--- config.mk ---
export PLATFORM = sky130hd
export DESIGN_NAME = pending_instr_tracker_flat
export DESIGN_NICKNAME = d
export VERILOG_FILES = /design/src/rtl/pending_instr_tracker_if.sv /design/src/rtl/pending_instr_tracker.sv /design/src/flat_wrapper.sv
export SDC_FILE = /design/constraint.sdc
export NUM_CORES = 1
export LEC_CHECK = 0
export BUFFER_PORTS_ARGS = -buffer_cell sky130_fd_sc_hd__buf_2
export CORE_ASPECT_RATIO = 1.75
export CORE_MARGIN = 2
export CORE_UTILIZATION = 55
export DETAILED_ROUTE_END_ITERATION = 16
export PLACE_DENSITY = 0.79
export SLEW_MARGIN = 40
export SYNTH_ARGS = -nofsm -noshare
export SYNTH_HDL_FRONTEND = slang
export SYNTH_SLANG_ARGS = --single-unit
--- constraint.sdc ---
create_clock -name clk -period 3.2 [get_ports clk]
set_input_delay 0.64 -clock clk [delete_from_list [all_inputs] [get_ports clk]]
set_output_delay 0.64 -clock clk [all_outputs]
set_load 0.01 [all_outputs]
--- src/rtl/pending_instr_tracker_if.sv ---
// Handshake bundle between the issue/commit/fence producers and the
// pending-instruction tracker.
//   issue_*      : issue slots (valid/ready, warp id, nocount marker)
//   committed*   : commit-stage retire pulses with warp id
//   fence_*      : single-channel warp fence request and completion pulse
// master = producer side (scheduler / bench), slave = tracker.
interface pending_instr_tracker_if #(
  parameter int NUM_WARPS   = 4,
  parameter int ISSUE_WIDTH = 1
);
  localparam int NW_W = (NUM_WARPS > 1) ? $clog2(NUM_WARPS) : 1;

  logic [ISSUE_WIDTH-1:0]      issue_valid;
  logic [ISSUE_WIDTH*NW_W-1:0] issue_wid;
  logic [ISSUE_WIDTH-1:0]      issue_nocount;
  logic [ISSUE_WIDTH-1:0]      issue_ready;
  logic [ISSUE_WIDTH-1:0]      committed;
  logic [ISSUE_WIDTH*NW_W-1:0] committed_wid;
  logic                        fence_valid;
  logic [NW_W-1:0]             fence_wid;
  logic                        fence_ready;
  logic                        fence_done;

  modport master (
    output issue_valid, issue_wid, issue_nocount, committed, committed_wid,
           fence_valid, fence_wid,
    input  issue_ready, fence_ready, fence_done
  );

  modport slave (
    input  issue_valid, issue_wid, issue_nocount, committed, committed_wid,
           fence_valid, fence_wid,
    output issue_ready, fence_ready, fence_done
  );
endinterface

--- src/rtl/pending_instr_tracker.sv ---
// Per-warp in-flight instruction counter for the scheduler.
// Counts accepted issues up and commit retire pulses down, exposes
// per-warp busy/full status, backpressures issue near saturation and
// provides a single warp fence that waits for a warp to drain.
// Ports:
//   clk, reset_n     : clock, asynchronous active-low reset
//   bus (slave)      : issue / commit / fence handshakes
//   pending_count    : registered per-warp counts, warp w at [w*CTR_W +: CTR_W]
//   warp_busy        : count != 0
//   warp_full        : count > MAX - ISSUE_WIDTH
//   all_idle         : all counts zero and no fence in progress
//   overflow_err     : sticky, a count would have exceeded MAX
//   underflow_err    : sticky, more retires than outstanding instructions
//
// state | meaning
// IDLE  | no fence active, fence_ready=1
// WAIT  | fence accepted, issue to fenced warp blocked until it drains
// DONE  | fence_done pulse cycle, returns to IDLE
module pending_instr_tracker #(
  parameter int NUM_WARPS   = 4,
  parameter int ISSUE_WIDTH = 1,
  parameter int CTR_W       = 4
) (
  input  logic                         clk,
  input  logic                         reset_n,
  pending_instr_tracker_if.slave       bus,
  output logic [NUM_WARPS*CTR_W-1:0]   pending_count,
  output logic [NUM_WARPS-1:0]         warp_busy,
  output logic [NUM_WARPS-1:0]         warp_full,
  output logic                         all_idle,
  output logic                         overflow_err,
  output logic                         underflow_err
);
  localparam int NW_W = (NUM_WARPS > 1) ? $clog2(NUM_WARPS) : 1;
  localparam int MAX  = (1 << CTR_W) - 1;
  localparam logic [CTR_W-1:0] FULL_THR  = CTR_W'(MAX - ISSUE_WIDTH);
  localparam logic [CTR_W+1:0] CNT_MAX_X = (CTR_W+2)'(MAX);

  typedef enum logic [1:0] {IDLE, WAIT, DONE} state_t;

  state_t            state_q;
  logic [NW_W-1:0]   fence_wid_q;
  logic              fence_ready_q;
  logic              fence_done_q;

  logic [CTR_W-1:0]  cnt_q [NUM_WARPS];
  logic [CTR_W-1:0]  cnt_d [NUM_WARPS];
  logic              ovf_q, ovf_d, unf_q, unf_d;

  logic [CTR_W+1:0]  inc [NUM_WARPS];
  logic [CTR_W+1:0]  dec [NUM_WARPS];
  logic [CTR_W+1:0]  tot [NUM_WARPS];
  logic [NUM_WARPS-1:0]   full;
  logic [ISSUE_WIDTH-1:0] issue_ready_c;
  logic              drained;

  always_comb begin : status_c
    for (int w = 0; w < NUM_WARPS; w++) begin
      full[w] = (cnt_q[w] > FULL_THR);
      warp_busy[w] = (cnt_q[w] != '0);
      pending_count[w*CTR_W +: CTR_W] = cnt_q[w];
    end
    warp_full = full;
    all_idle  = (warp_busy == '0) && (state_q == IDLE);
    drained   = 1'b0;
    for (int w = 0; w < NUM_WARPS; w++) begin
      if (fence_wid_q == NW_W'(w)) drained = (cnt_q[w] == '0);
    end
  end

  // Ready depends only on registered state, never on issue_valid.
  always_comb begin : ready_c
    logic [NW_W-1:0] wid_i;
    logic            hit_full;
    for (int i = 0; i < ISSUE_WIDTH; i++) begin
      wid_i    = bus.issue_wid[i*NW_W +: NW_W];
      hit_full = 1'b0;
      for (int w = 0; w < NUM_WARPS; w++) begin
        if (wid_i == NW_W'(w)) hit_full = full[w];
      end
      issue_ready_c[i] = !hit_full && !((state_q != IDLE) && (wid_i == fence_wid_q));
    end
  end

  assign bus.issue_ready = issue_ready_c;
  assign bus.fence_ready = fence_ready_q;
  assign bus.fence_done  = fence_done_q;
  assign overflow_err    = ovf_q;
  assign underflow_err   = unf_q;

  // Two extra bits of headroom so cnt + inc - dec is evaluated without wrap
  // and then clamped into [0, MAX].
  always_comb begin : count_c
    ovf_d = ovf_q;
    unf_d = unf_q;
    for (int w = 0; w < NUM_WARPS; w++) begin
      inc[w] = '0;
      dec[w] = '0;
      for (int i = 0; i < ISSUE_WIDTH; i++) begin
        if (bus.issue_valid[i] && issue_ready_c[i] && !bus.issue_nocount[i] &&
            bus.issue_wid[i*NW_W +: NW_W] == NW_W'(w))
          inc[w] = inc[w] + 1'b1;
        if (bus.committed[i] && bus.committed_wid[i*NW_W +: NW_W] == NW_W'(w))
          dec[w] = dec[w] + 1'b1;
      end
      tot[w] = {2'b00, cnt_q[w]} + inc[w];
      if (tot[w] < dec[w]) begin
        cnt_d[w] = '0;
        unf_d    = 1'b1;
      end else if (tot[w] - dec[w] > CNT_MAX_X) begin
        cnt_d[w] = CTR_W'(MAX);
        ovf_d    = 1'b1;
      end else begin
        cnt_d[w] = CTR_W'(tot[w] - dec[w]);
      end
    end
  end

  always_ff @(posedge clk or negedge reset_n) begin
    if (!reset_n) begin
      for (int w = 0; w < NUM_WARPS; w++) cnt_q[w] <= '0;
      ovf_q <= 1'b0;
      unf_q <= 1'b0;
    end else begin
      for (int w = 0; w < NUM_WARPS; w++) cnt_q[w] <= cnt_d[w];
      ovf_q <= ovf_d;
      unf_q <= unf_d;
    end
  end

  always_ff @(posedge clk or negedge reset_n) begin
    if (!reset_n) begin
      state_q       <= IDLE;
      fence_wid_q   <= '0;
      fence_ready_q <= 1'b1;
      fence_done_q  <= 1'b0;
    end else begin
      case (state_q)
        IDLE: if (bus.fence_valid) begin
          state_q       <= WAIT;
          fence_wid_q   <= bus.fence_wid;
          fence_ready_q <= 1'b0;
        end
        WAIT: if (drained) begin
          state_q      <= DONE;
          fence_done_q <= 1'b1;
        end
        DONE: begin
          state_q       <= IDLE;
          fence_done_q  <= 1'b0;
          fence_ready_q <= 1'b1;
        end
        default: begin
          state_q       <= IDLE;
          fence_done_q  <= 1'b0;
          fence_ready_q <= 1'b1;
        end
      endcase
    end
  end
endmodule

--- src/flat_wrapper.sv ---
// flat-port wrapper written by rule: the top's interface ports become plain ports
module pending_instr_tracker_flat 
#(
  parameter int NUM_WARPS   = 4,
  parameter int ISSUE_WIDTH = 1,
  parameter int CTR_W       = 4
)
  (clk, reset_n, pending_count, warp_busy, warp_full, all_idle, overflow_err, underflow_err, bus_issue_valid, bus_issue_wid, bus_issue_nocount, bus_committed, bus_committed_wid, bus_fence_valid, bus_fence_wid, bus_issue_ready, bus_fence_ready, bus_fence_done);
  pending_instr_tracker_if #(.NUM_WARPS(NUM_WARPS), .ISSUE_WIDTH(ISSUE_WIDTH)) bus_i ();
  input  logic clk;
  input  logic reset_n;
  output logic [NUM_WARPS*CTR_W-1:0] pending_count;
  output logic [NUM_WARPS-1:0] warp_busy;
  output logic [NUM_WARPS-1:0] warp_full;
  output logic all_idle;
  output logic overflow_err;
  output logic underflow_err;
  input wire logic [$bits(bus_i.issue_valid)-1:0] bus_issue_valid;
  input wire logic [$bits(bus_i.issue_wid)-1:0] bus_issue_wid;
  input wire logic [$bits(bus_i.issue_nocount)-1:0] bus_issue_nocount;
  input wire logic [$bits(bus_i.committed)-1:0] bus_committed;
  input wire logic [$bits(bus_i.committed_wid)-1:0] bus_committed_wid;
  input wire logic [$bits(bus_i.fence_valid)-1:0] bus_fence_valid;
  input wire logic [$bits(bus_i.fence_wid)-1:0] bus_fence_wid;
  output wire logic [$bits(bus_i.issue_ready)-1:0] bus_issue_ready;
  output wire logic [$bits(bus_i.fence_ready)-1:0] bus_fence_ready;
  output wire logic [$bits(bus_i.fence_done)-1:0] bus_fence_done;
  assign bus_i.issue_valid = bus_issue_valid;
  assign bus_i.issue_wid = bus_issue_wid;
  assign bus_i.issue_nocount = bus_issue_nocount;
  assign bus_i.committed = bus_committed;
  assign bus_i.committed_wid = bus_committed_wid;
  assign bus_i.fence_valid = bus_fence_valid;
  assign bus_i.fence_wid = bus_fence_wid;
  assign bus_issue_ready = bus_i.issue_ready;
  assign bus_fence_ready = bus_i.fence_ready;
  assign bus_fence_done = bus_i.fence_done;
  pending_instr_tracker #(.NUM_WARPS(NUM_WARPS), .ISSUE_WIDTH(ISSUE_WIDTH), .CTR_W(CTR_W)) u_core (.clk(clk), .reset_n(reset_n), .bus(bus_i), .pending_count(pending_count), .warp_busy(warp_busy), .warp_full(warp_full), .all_idle(all_idle), .overflow_err(overflow_err), .underflow_err(underflow_err));
endmodule
==> impl_metrics.tcl <==
set metrics [dict create \
    async_flop_share 1.000 \
    rsz0062_at_grt "false" \
    drive_gt1_frac 0.3368 \
    fp.dieW_um 48.93 \
    ctsLongestPathBuffers 2 \
    cp_top_family "simple AND/OR/NAND/NOR gates" \
    cts_buffers 3 \
    crit_top_cell "ha_1" \
    worst-setup-path-type "input pin to flip-flop" \
    yosys.area.top_type "dfrtp_1" \
    tightestPinTransition_ns 0.5383 \
    synth_edf_count 0 \
    nNetsFinal 317 \
    r2r-start "u_core.fence_wid_q[0]" \
    worst_path_largest_cell_delay_ns 0.43 \
    cp_cell_sequence "buf_2 > xor2_1 > nor3_1 > or3b_4 > nor4bb_4 > ha_1 > ha_1 > nand2b_1 > or4_1 > a21boi_0 > buf_4 > a21oi_1" \
    portBuffers 41 \
    clock-sinks 24 \
    finalSetupViolCount 0 \
    cts-root-buf "clkbuf_8" \
    critical_path_buf_inv_count 2 \
    post-route-period-util 0.9554 \
    clkSlewWorstSetupHoldPaths_ns 0.09 \
    die_area_um2 4043 \
    wl_per_cell_um 14.71 \
    die_height_um 82.63 \
    ctsHtreeMaxLevel 1 \
    end_kind "flip-flop" \
    dp_worst_setup_slack_ns -0.2684 \
    start_kind "input pin" \
    n_antenna_cell 0 \
    reg2reg_to "u_core.pending_count[12]" \
    grt_max_degree 25 \
    ys_seq_area_frac 0.3097 \
    core_area_um2 3398 \
    synth_area_um2 1943 \
    drtIter0Drc 64 \
    ff2ff_setup_slack_ns 0.18 \
    yosysWarnings 0 \
    grt_first_pass_wirelength_um 7983 \
    grt_pass1_vias 1871 \
    place.gp.congestion 0.9564 \
    pwr_density_cell_nw_per_um2 773.0 \
    final_common_cell "buf_2" \
    rows 28 \
    final-hold-violation-count 0 \
    synth_cell_types 55 \
    maxSlewViolCount 0 \
    cap_violations 0 \
    crit_arrival_ns 3.25 \
    avgSynthCellArea_um2 8.753 \
    p_leak_nw 1.189 \
    tritoncts "yes" \
    fillCellCount 263 \
    ys_ff_latch 24 \
    grt_usage 0.2511 \
    synth_top_area_frac 0.2962 \
    cp_slowest_cell "or4_1" \
    utilization 0.7353 \
    crit_required_ns 3.40 \
    area_delta_synth_final_pct 28.59 \
    regArea_um2 603.1 \
    initial_core_util 0.5718 \
    total_power_mw 1.931 \
    fin_ws_ns 0.1427 \
    wirelength_um 4900 \
    clk_latency_ns 0.26 \
    via_per_inst 5.802 \
    grt_antenna_before_repair 0 \
    overflow 0 \
    final_area_um2 2499 \
    ys.flop_type "dfrtp_1" \
    placed_area_um2 2392 \
    multi_input_area_um2 1274 \
    synth.area.top_cells "dfrtp_1 (30%), ha_1 (10%), a21oi_1 (5.2%)" \
    ant_nets 0 \
    status "completed" \
    most-common-layout-cells "buf_2 (41), buf_4 (31), dfrtp_1 (22)" \
    io-pin-count 42 \
    synthesis.nets 250 \
    vias 1932 \
    drt_first_pass_iters 4 \
    crit_path_max_fanout 4 \
    post_cts.repair.setup_buffers 0 \
    hpwl_um 3961 \
    hold_class "input pin to async pin" \
    drc 0 \
    postSynthCellCount 222 \
    cp.depth 12 \
    max_slew_margin 0.6364 \
    vdd_drop_max_mv 0.5966 \
    rr_worst_depth 11 \
    hold_buffers 0 \
    fmax_mhz 327.1 \
    finClkSkew_ns 0.002517 \
    cp-startpoint "bus_issue_wid[0]" \
    finalCriticalPeriod_ns 3.057 \
]
[synthesized netlist by cell type, types with 5 or more instances]
cell,count
nor3_1,6
nor2_1,18
inv_1,15
nor3b_1,7
a21oi_1,20
and2_1,5
nand2b_1,6
o21ai_0,6
nand2_1,15
xor2_1,5
ha_1,16
dfrtp_1,23
clkbuf_1,5
[sequential cells by signal (all words and copies together), names as in the netlist]
name / count
u_core.fence_wid_q: 2
u_core.state_q: 2
u_core.pending_count: 16
u_core.bus.fence_done: 1
u_core.overflow_err: 1
u_core.underflow_err: 1
u_core.bus.fence_ready: 1
[per-layer routing]
layer  track usage  routed length [um]  vias to the layer above  share of wire
met3       0.02338                 157                       12          0.032
met1        0.2577                1941                      909           0.40
met5             0                   0                        -              0
met2        0.5123                2694                       56           0.55
li1              -                   -                      955              -
met4        0.1029                 106                        0          0.022
[cell type report]
class,count,share of cell area
well taps,45,0.02253
inverters,15,0.02253
multi-input cells,173,0.5098
clock buffers,3,0.01652
repair buffers,72,0.1753
clock inverters,1,0.01202
flip-flops and latches,24,0.2414
[power by group]
group / internal [mW] / switching (mW) / leakage [nW] / total (mW)
clock network: 0.167 / 0.0983 / 0.0357 / 0.266
logic: 0.502 / 0.534 / 0.876 / 1.04
registers: 0.454 / 0.175 / 0.277 / 0.629
total: 1.12 / 0.808 / 1.19 / 1.93
[stage by stage]
| stage | setup TNS (ns) | instances | hold WS [ns] |
|---|---|---|---|
| 2_1_floorplan | -0.01646 | 222 | 0.3444 |
| 3_3_place_gp | -0.9341 | 329 | 0.4780 |
| 3_5_place_dp | -1.860 | 329 | 0.4701 |
| 4_1_cts | 0 | 333 | 0.3672 |
| 5_1_grt | 0 | 333 | 0.3777 |
| 6_report | 0 | 333 | 0.3500 |
[worst max path at each step]
stage,endpoint,slack (ns)
3_5_place_dp,u_core.overflow_err,-0.27
5_1_grt,u_core.pending_count[3],0.02
6_report,u_core.pending_count[12],0.14
2_1_floorplan,u_core.pending_count[6],-0.02
4_1_cts,u_core.pending_count[14],0.005
3_3_place_gp,u_core.overflow_err,-0.19
[logic make-up (layout without fill, tap and decap cells)]
| logic type | Yosys count | after routing | share of synthesized area |
|---|---|---|---|
| DFF | 24 | 24 | 0.3097 |
| and+or+nand+nor | 88 | 88 | 0.2634 |
| adders and majority gates | 16 | 16 | 0.1030 |
| xor gates and xnor gates | 9 | 9 | 0.04056 |
| AOI/OAI and AO/OA | 55 | 55 | 0.1951 |
| buffers and inverters | 25 | 91 | 0.05473 |
| muxes | 5 | 5 | 0.03348 |
[what timing repair did]
action                                  in CTS  in global routing
pin swaps                                    0                  1
hold endpoints to repair                     0                  0
resized for setup                            1                  7
endpoints found under the setup margin       1                 13
Note: power is estimated with default switching activity, not from simulation.
